==> src/rtl/rs_alu_if.sv <==
// rs_alu_if: dispatch bus from the reservation station to the ALU.
interface rs_alu_if #(
    parameter int TAG_W = 4
) ();
    logic             alu_valid;
    logic [3:0]       alu_op;
    logic [31:0]      alu_op1;
    logic [31:0]      alu_op2;
    logic [TAG_W-1:0] alu_dest;

    modport master (
        output alu_valid, alu_op, alu_op1, alu_op2, alu_dest
    );

    modport slave (
        input alu_valid, alu_op, alu_op1, alu_op2, alu_dest
    );
endinterface

==> src/rtl/rs_alu.sv <==
// rs_alu: ALU reservation station; buffers issued ops, snoops the CDB, dispatches the lowest ready entry.
module rs_alu #(
    parameter int RS_SIZE = 8,
    parameter int TAG_W   = 4
) (
    input  logic             clk_in,
    input  logic             rst_in,
    input  logic             rdy_in,
    input  logic             flush,
    input  logic             issue_valid,
    input  logic [3:0]       issue_op,
    input  logic [31:0]      issue_vj,
    input  logic [TAG_W-1:0] issue_qj,
    input  logic             issue_qj_busy,
    input  logic [31:0]      issue_vk,
    input  logic [TAG_W-1:0] issue_qk,
    input  logic             issue_qk_busy,
    input  logic [TAG_W-1:0] issue_dest,
    output logic             rs_full,
    input  logic             cdb_valid,
    input  logic [TAG_W-1:0] cdb_tag,
    input  logic [31:0]      cdb_value,
    rs_alu_if.master         alu
);
    localparam int IDX_W = $clog2(RS_SIZE);

    logic [RS_SIZE-1:0] busy_q, busy_d, qjb_q, qjb_d, qkb_q, qkb_d, ready;
    logic [3:0]         op_q   [RS_SIZE];
    logic [3:0]         op_d   [RS_SIZE];
    logic [31:0]        vj_q   [RS_SIZE];
    logic [31:0]        vj_d   [RS_SIZE];
    logic [31:0]        vk_q   [RS_SIZE];
    logic [31:0]        vk_d   [RS_SIZE];
    logic [TAG_W-1:0]   qj_q   [RS_SIZE];
    logic [TAG_W-1:0]   qj_d   [RS_SIZE];
    logic [TAG_W-1:0]   qk_q   [RS_SIZE];
    logic [TAG_W-1:0]   qk_d   [RS_SIZE];
    logic [TAG_W-1:0]   dest_q [RS_SIZE];
    logic [TAG_W-1:0]   dest_d [RS_SIZE];

    logic             alu_valid_q, alu_valid_d;
    logic [3:0]       alu_op_q, alu_op_d;
    logic [31:0]      alu_op1_q, alu_op1_d, alu_op2_q, alu_op2_d;
    logic [TAG_W-1:0] alu_dest_q, alu_dest_d;

    logic [IDX_W-1:0] free_idx, rdy_idx;
    logic             has_rdy, byp_j, byp_k;

    assign ready   = busy_q & ~qjb_q & ~qkb_q;
    assign has_rdy = |ready;
    assign rs_full = &busy_q;
    assign byp_j   = cdb_valid && issue_qj_busy && (cdb_tag == issue_qj);
    assign byp_k   = cdb_valid && issue_qk_busy && (cdb_tag == issue_qk);

    always_comb begin
        free_idx = '0;
        rdy_idx  = '0;
        for (int i = RS_SIZE - 1; i >= 0; i--) begin
            if (!busy_q[i]) free_idx = IDX_W'(i);
            if (ready[i])   rdy_idx  = IDX_W'(i);
        end
    end

    // Free-slot choice and readiness use pre-edge state, so a slot freed by dispatch is reused one cycle later.
    always_comb begin
        busy_d      = busy_q;
        qjb_d       = qjb_q;
        qkb_d       = qkb_q;
        op_d        = op_q;
        vj_d        = vj_q;
        vk_d        = vk_q;
        qj_d        = qj_q;
        qk_d        = qk_q;
        dest_d      = dest_q;
        alu_valid_d = alu_valid_q;
        alu_op_d    = alu_op_q;
        alu_op1_d   = alu_op1_q;
        alu_op2_d   = alu_op2_q;
        alu_dest_d  = alu_dest_q;
        if (rdy_in && flush) begin
            busy_d      = '0;
            alu_valid_d = 1'b0;
        end else if (rdy_in) begin
            alu_valid_d = has_rdy;
            if (has_rdy) begin
                alu_op_d        = op_q[rdy_idx];
                alu_op1_d       = vj_q[rdy_idx];
                alu_op2_d       = vk_q[rdy_idx];
                alu_dest_d      = dest_q[rdy_idx];
                busy_d[rdy_idx] = 1'b0;
            end
            for (int i = 0; i < RS_SIZE; i++) begin
                if (cdb_valid && busy_q[i] && qjb_q[i] && qj_q[i] == cdb_tag) begin
                    vj_d[i]  = cdb_value;
                    qjb_d[i] = 1'b0;
                end
                if (cdb_valid && busy_q[i] && qkb_q[i] && qk_q[i] == cdb_tag) begin
                    vk_d[i]  = cdb_value;
                    qkb_d[i] = 1'b0;
                end
            end
            if (issue_valid && !rs_full) begin
                busy_d[free_idx] = 1'b0 | 1'b1;
                op_d[free_idx]   = issue_op;
                vj_d[free_idx]   = byp_j ? cdb_value : issue_vj;
                vk_d[free_idx]   = byp_k ? cdb_value : issue_vk;
                qj_d[free_idx]   = issue_qj;
                qk_d[free_idx]   = issue_qk;
                qjb_d[free_idx]  = issue_qj_busy && !byp_j;
                qkb_d[free_idx]  = issue_qk_busy && !byp_k;
                dest_d[free_idx] = issue_dest;
            end
        end
    end

    always_ff @(posedge clk_in or posedge rst_in) begin
        if (rst_in) begin
            busy_q      <= '0;
            qjb_q       <= '0;
            qkb_q       <= '0;
            op_q        <= '{default: '0};
            vj_q        <= '{default: '0};
            vk_q        <= '{default: '0};
            qj_q        <= '{default: '0};
            qk_q        <= '{default: '0};
            dest_q      <= '{default: '0};
            alu_valid_q <= 1'b0;
            alu_op_q    <= '0;
            alu_op1_q   <= '0;
            alu_op2_q   <= '0;
            alu_dest_q  <= '0;
        end else begin
            busy_q      <= busy_d;
            qjb_q       <= qjb_d;
            qkb_q       <= qkb_d;
            op_q        <= op_d;
            vj_q        <= vj_d;
            vk_q        <= vk_d;
            qj_q        <= qj_d;
            qk_q        <= qk_d;
            dest_q      <= dest_d;
            alu_valid_q <= alu_valid_d;
            alu_op_q    <= alu_op_d;
            alu_op1_q   <= alu_op1_d;
            alu_op2_q   <= alu_op2_d;
            alu_dest_q  <= alu_dest_d;
        end
    end

    assign alu.alu_valid = alu_valid_q;
    assign alu.alu_op    = alu_op_q;
    assign alu.alu_op1   = alu_op1_q;
    assign alu.alu_op2   = alu_op2_q;
    assign alu.alu_dest  = alu_dest_q;
endmodule

==> src/flat_wrapper.sv <==
// flat-port wrapper written by rule: the top's interface ports become plain ports
module rs_alu_flat 
#(
    parameter int RS_SIZE = 8,
    parameter int TAG_W   = 4
)
  (clk_in, rst_in, rdy_in, flush, issue_valid, issue_op, issue_vj, issue_qj, issue_qj_busy, issue_vk, issue_qk, issue_qk_busy, issue_dest, rs_full, cdb_valid, cdb_tag, cdb_value, alu_alu_valid, alu_alu_op, alu_alu_op1, alu_alu_op2, alu_alu_dest);
  rs_alu_if #(.TAG_W(TAG_W)) alu_i ();
  input  logic clk_in;
  input  logic rst_in;
  input  logic rdy_in;
  input  logic flush;
  input  logic issue_valid;
  input  logic [3:0] issue_op;
  input  logic [31:0] issue_vj;
  input  logic [TAG_W-1:0] issue_qj;
  input  logic issue_qj_busy;
  input  logic [31:0] issue_vk;
  input  logic [TAG_W-1:0] issue_qk;
  input  logic issue_qk_busy;
  input  logic [TAG_W-1:0] issue_dest;
  output logic rs_full;
  input  logic cdb_valid;
  input  logic [TAG_W-1:0] cdb_tag;
  input  logic [31:0] cdb_value;
  output wire logic [$bits(alu_i.alu_valid)-1:0] alu_alu_valid;
  output wire logic [$bits(alu_i.alu_op)-1:0] alu_alu_op;
  output wire logic [$bits(alu_i.alu_op1)-1:0] alu_alu_op1;
  output wire logic [$bits(alu_i.alu_op2)-1:0] alu_alu_op2;
  output wire logic [$bits(alu_i.alu_dest)-1:0] alu_alu_dest;
  assign alu_alu_valid = alu_i.alu_valid;
  assign alu_alu_op = alu_i.alu_op;
  assign alu_alu_op1 = alu_i.alu_op1;
  assign alu_alu_op2 = alu_i.alu_op2;
  assign alu_alu_dest = alu_i.alu_dest;
  rs_alu #(.RS_SIZE(RS_SIZE), .TAG_W(TAG_W)) u_core (.clk_in(clk_in), .rst_in(rst_in), .rdy_in(rdy_in), .flush(flush), .issue_valid(issue_valid), .issue_op(issue_op), .issue_vj(issue_vj), .issue_qj(issue_qj), .issue_qj_busy(issue_qj_busy), .issue_vk(issue_vk), .issue_qk(issue_qk), .issue_qk_busy(issue_qk_busy), .issue_dest(issue_dest), .rs_full(rs_full), .cdb_valid(cdb_valid), .cdb_tag(cdb_tag), .cdb_value(cdb_value), .alu(alu_i));
endmodule
==> config.mk <==
export PLATFORM = sky130hd
export DESIGN_NAME = rs_alu_flat
export DESIGN_NICKNAME = d
export VERILOG_FILES = /design/src/rtl/rs_alu_if.sv /design/src/rtl/rs_alu.sv /design/src/flat_wrapper.sv
export SDC_FILE = /design/constraint.sdc
export NUM_CORES = 2
export LEC_CHECK = 0
export ABC_AREA = 1
export CAP_MARGIN = 40
export CORE_MARGIN = 5
export CORE_UTILIZATION = 36
export CTS_BUF_LIST = sky130_fd_sc_hd__clkbuf_4
export DETAILED_ROUTE_END_ITERATION = 10
export HOLD_SLACK_MARGIN = 0.08
export PLACE_DENSITY = 0.57
export SYNTH_ARGS = -nofsm -noshare
export SYNTH_HDL_FRONTEND = slang
export SYNTH_SLANG_ARGS = --single-unit
==> constraint.sdc <==
create_clock -name clk_in -period 37.7 [get_ports clk_in]
set_clock_uncertainty 0.1 [all_clocks]
set_input_delay 9.425 -clock clk_in [delete_from_list [all_inputs] [get_ports clk_in]]
set_output_delay 9.425 -clock clk_in [all_outputs]
set_load 0.05 [all_outputs]
=== Yosys cells after proc, flatten, opt, wreduce, memory -nomap -nowiden ===
Index checks and enable logic that the tools add are counted.
W data, S select, Z words.

* Register bits: 737
* Bits of input ports: 124
* Word-level logic and storage cells: 305

* $lt $le $gt $ge: 7
* Equality and inequality tests: 18
* Muxes and demuxes: 154
* Bitwise operators: 10
* Reductions and logical operators: 60

{| class="wikitable"
|+ Operators by type and width
! operator !! count
|-
| $mux W32 || 55
|-
| $bwmux W256 || 2
|-
| $mux W256 || 2
|-
| $bmux W32 S3 || 2
|-
| $bwmux W32 || 4
|-
| $demux W32 S3 || 1
|-
| $eq A4 B4 Y1 || 18
|-
| $mux W8 || 8
|-
| $mux W1 || 52
|-
| $logic_and A1 B1 Y1 || 51
|-
| $mux W3 || 16
|-
| $and A8 B8 Y8 || 3
|-
| $bmux W4 S3 || 2
|-
| $not A8 Y8 || 3
|-
| $mux W4 || 5
|-
| $bwmux W8 || 2
|-
| $demux W4 S3 || 1
|-
| $ge A4 B4 Y1 const B || 2
|-
| $lt A3 B4 Y1 const B || 2
|-
| $not A3 Y4 || 2
|-
| $or A8 B8 Y8 || 1
|-
| $reduce_and A8 Y1 || 1
|-
| $reduce_or A8 Y1 || 1
|-
| $demux W1 S3 || 2
|-
| 7 further kinds || 11
|}

=== Depth between registers and ports, before layout ===
* Depth after elaboration: 24
* Depth in mapped cells: 17

=== Worst setup path before layout ===
OpenSTA, ideal clock, no wires.

* Kind: input to register
* From: input cdb_tag[0]
* To: register u_core.vj_q[142] (netlist name)
* Data arrival time: 10978 ps
* Slack: 26504 ps
* Cell stages on the path: 13
* Cell sequence: buf_2 inv_1 nand2_1 o211ai_1 nor3_1 nand2_1 buf_2 clkbuf_1 o21ai_0 a21oi_1 nand2_1 nand3_1 nand2_1

* Word-level cells in the longest chain between the ends: 7

{| class="wikitable"
|+ Ends and longest elaborated chain
! item !! RTL line !! RTL
|-
| start, declared || flat_wrapper.sv:24 || <nowiki>input logic [TAG_W-1:0] cdb_tag;</nowiki>
|-
| $eq A4 B4 Y1 || rs_alu.sv:93 || <nowiki>if (cdb_valid && busy_q[i] && qjb_q[i] && qj_q[i] == cdb_tag) begin</nowiki>
|-
| $logic_and A1 B1 Y1 || rs_alu.sv:93 ||
|-
| $mux W32 || rs_alu.sv:93 ||
|-
| $mux W32 || rs_alu.sv:83 || <nowiki>end else if (rdy_in) begin</nowiki>
|-
| $mux W32 || rs_alu.sv:80 || <nowiki>if (rdy_in && flush) begin</nowiki>
|-
| $bwmux W256 || rs_alu.sv:105 || <nowiki>vj_d[free_idx] = byp_j ? cdb_value : issue_vj;</nowiki>
|-
| $mux W256 (*) || rs_alu.sv:102 || <nowiki>if (issue_valid && !rs_full) begin</nowiki>
|-
| end signal, assigned || rs_alu.sv:137 || <nowiki>vj_q <= vj_d;</nowiki>
|-
| end, declared || rs_alu.sv:30 || <nowiki>logic [31:0] vj_q [RS_SIZE];</nowiki>
|}

Every way passes the cells marked *; elsewhere a longest branch is shown, timed or not. The select of a mux whose other input is x is not followed.
A chain may end at the register's enable or synchronous reset.

=== Worst setup path in the final report ===
* From: register u_core.busy_q[0]
* To: output rs_full

* Word-level cells in the longest chain between the ends: 1

{| class="wikitable"
|+ Ends and longest elaborated chain
! item !! RTL line !! RTL
|-
| start, declared || rs_alu.sv:27 || <nowiki>logic [RS_SIZE-1:0] busy_q, busy_d, qjb_q, qjb_d, qkb_q, qkb_d, ready;</nowiki>
|-
| start signal, assigned || rs_alu.sv:133 || <nowiki>busy_q <= busy_d;</nowiki>
|-
| $reduce_and A8 Y1 || rs_alu.sv:51 || <nowiki>assign rs_full = &busy_q;</nowiki>
|-
| end, declared || flat_wrapper.sv:22 || <nowiki>output logic rs_full;</nowiki>
|}

Every way passes these cells.

==> flow_metrics.tcl <==
set metrics [dict create \
    path_clk_slew_ns 0.08 \
    yosysTopAreaCell "dfrtp_1" \
    cap_viol_max_count 0 \
    synth_mux_area_share_pct 0 \
    port_buffers 197 \
    die_width_um 365.3 \
    crit_family "buffers and inverters" \
    grt_max_degree 196 \
    ys_seq_area_share_pct 40.57 \
    clk_latency_ns 1.22 \
    final_core_util_pct 41.18 \
    status "completed" \
    via_per_inst 5.765 \
    grt_antenna_before_repair 8 \
    wl_per_cell_um 23.43 \
    final_cell_area_mm2 0.05171 \
    slowest_stage "clkdlybuf4s50_1" \
    syn_area_mm2 0.04545 \
    finalHoldViolations 0 \
    fillCellCount 13198 \
    cts_tree "built" \
    place.gp.congestion 0.8486 \
    die_h_um 365.3 \
    drtIter0Drc 6258 \
    cp.required_ns 28.18 \
    cp_cell_sequence "nand2_1 -> inv_2 -> nand3_2 -> nor2_1 -> clkdlybuf4s50_1" \
    hp-class "flop to flop" \
    synth_cell_types 32 \
    rows 130 \
    cts-root-buf "clkbuf_4" \
    synth_area_leaders "dfrtp_1 41%, nand2_1 22%, nand3_1 12%" \
    worst_pin_slew_ns 1.221 \
    cp-end-kind "primary output" \
    cts_setup_buffers 0 \
    ff_latch_area_mm2 0.01844 \
    path_max_fanout 6 \
    overflow 0 \
    die_area_mm2 0.1335 \
    multi_input_area_mm2 0.02318 \
    async_flop_share_pct 100.0 \
    ys_ff_latch 737 \
    synth_edf_count 0 \
    drive_gt1_share_pct 7.434 \
    grt_pass1_wl_um 298000 \
    yosysTopAreaCellShare_pct 40.57 \
    syn_to_final_growth_pct 13.76 \
    crit_buf_inv 2 \
    ctsResizeCount 0 \
    drtPass1Iterations 8 \
    grt_pass1_vias 46094 \
    synthesis.nets 6934 \
    cp_data_arrival_time_ns 3.19 \
    fin_setup_tns_ns 0 \
    clock_sinks 737 \
    vias 49525 \
    leakagePower_nw 24.89 \
    drt_wl_total_um 201300 \
    ys_warn_count 0 \
    hpwl_um 114100 \
    startpoint_type "flop" \
    min_period_ns 12.72 \
    h-tree-depth 4 \
    syn_area_per_cell_um2 6.675 \
    holdBufCountCts 0 \
    synthXorXnorAreaFrac_pct 0.7515 \
    antenna_left 0 \
    grt_usage_pct 29.35 \
    synth_compound_area_share_pct 12.19 \
    num_io_pins 198 \
    ir_worst_vdd_mv 0.04568 \
    start_util_pct 36.20 \
    period_share_pct 33.73 \
    crit_type "flop to primary output" \
    slew_headroom_pct 18.62 \
    drv_slew 0 \
    max_freq_mhz 78.63 \
    cts_buffers 203 \
    core_area_mm2 0.1256 \
    synthCells 6810 \
    cp_slowest_stage_delay_ns 0.86 \
    rsz0062_at_grt "false" \
    ys.flop_type "dfrtp_1" \
    synth_top_family_by_area "simple AND/OR/NAND/NOR gates" \
    yosys.area_share.simple_pct 37.50 \
    drc_errors 0 \
    setup_viol 0 \
    power.density_mw_per_mm2 49.31 \
    cts_buffer_depth 3 \
    postPlaceCellArea_mm2 0.04920 \
    nNetsFinal 6915 \
    synth_adder_area_share_pct 0 \
]
==> stage by stage <==
stage	std cells	hold slack (ns)	total power, mW	setup WS (ns)
final	8590	0.3775	2.550	24.98
after global routing	8588	0.3978	2.695	24.77
after CTS	8578	0.3804	2.560	24.93
after detailed placement	8236	0.3644	1.810	24.04
after global placement	8194	0.3576	1.786	23.63
after floorplan	6810	0.3444	1.531	7.496
==> cell usage in the layout, fill, tap and decap left out, drive strengths merged, types with 2 or more instances in the layout <==
| master | netlist | routed |
|---|---|---|
| a211oi | 3 | 3 |
| a21oi | 85 | 85 |
| buf | 197 | 141 |
| bufinv | 0 | 2 |
| clkbuf | 365 | 303 |
| clkdlybuf4s50 | 0 | 197 |
| clkinv | 2 | 35 |
| dfrtp | 737 | 737 |
| diode | 0 | 12 |
| inv | 455 | 459 |
| nand2 | 2622 | 2622 |
| nand3 | 1119 | 1119 |
| nand3b | 18 | 18 |
| nand4 | 50 | 50 |
| nor2 | 273 | 273 |
| nor3 | 14 | 14 |
| nor3b | 2 | 2 |
| nor4 | 3 | 3 |
| nor4b | 2 | 2 |
| o211ai | 359 | 359 |
| o21ai | 459 | 459 |
| o22ai | 4 | 4 |
| xnor2 | 17 | 17 |
| xor2 | 22 | 22 |
==> report_power, final <==
part           total [mW]  internal (mW)  switching (mW)
clock               0.748          0.375           0.374
sequential           1.02          0.925          0.0982
combinational       0.778          0.259           0.518
total                2.55           1.56           0.990
==> routing by layer <==
metal  track usage, %  vias up  part of all wire, %
li1                 -    22236                    -
met1            39.53    23770                   41
met2            44.27     3043                   43
met3            7.679      476                   11
met4            13.45        0                  4.6
met5                0        -                    0
==> cell usage after synthesis (13+ instances only) <==
master / number
o211ai_1: 359
nand2_1: 2620
inv_1: 451
xnor2_1: 17
buf_1: 80
buf_2: 87
clkbuf_1: 365
nand4_1: 50
nand3_1: 1118
buf_4: 20
dfrtp_1: 737
o21ai_0: 429
nor2_1: 273
xor2_1: 22
a21oi_1: 72
nand3b_1: 18
o21ai_1: 29
a21oi_2: 13
nor3_1: 14
==> path summary, 6_finish.rpt <==
kind	from	end	slack, ns	depth (start not counted)
setup / recovery	u_core.busy_q[0]	rs_full	24.98	5
hold / removal	u_core.op_q[28]	u_core.op_q[28]	0.38	2
setup reg to reg	u_core.busy_q[6]	u_core.vj_q[129]	33.17	12
hold reg to reg	u_core.op_q[28]	u_core.op_q[28]	0.38	2
max in group asynchronous	rst_in	u_core.dest_q[10]	26.33	8
min in group asynchronous	rst_in	u_core.alu.alu_op2[25]	8.44	2
==> sequential cells by signal, summed over array words and instances, names as in the netlist, 8 cells and up <==
register	cells
u_core.qkb_q	8
u_core.alu.alu_op2	32
u_core.qjb_q	8
u_core.vj_q	256
u_core.qj_q	32
u_core.dest_q	32
u_core.vk_q	256
u_core.busy_q	8
u_core.qk_q	32
u_core.alu.alu_op1	32
u_core.op_q	32
==> worst register-to-register path, stage by stage, from the launching register on <==
cell,delay (ns)
dfrtp_1,0.53
nand2_1,0.13
nor2_1,0.15
inv_1,0.10
o21ai_4,0.43
inv_2,0.29
buf_4,0.37
buf_4,0.43
nand2_4,0.68
buf_4,0.77
o211ai_1,0.23
nand3_1,0.14
nand2_1,0.07
==> area by class of cell <==
| class | instances | share of cell area [%] |
|---|---|---|
| antenna | 12 | 0.05807 |
| clock buffer | 303 | 4.399 |
| clock inverter | 39 | 0.3872 |
| inverter | 457 | 3.349 |
| multi-input combinational | 5054 | 44.83 |
| sequential | 737 | 35.67 |
| tap | 1650 | 3.993 |
| timing repair buffer | 338 | 7.313 |
==> cells by family after synthesis <==
family,count (synthesis)
AO/OA/AOI/OAI,912
XOR/XNOR,39
buffers and inverters,1019
flip-flops,737
AND/OR/NAND/NOR,4103
Power figures use the tool's default switching activity.
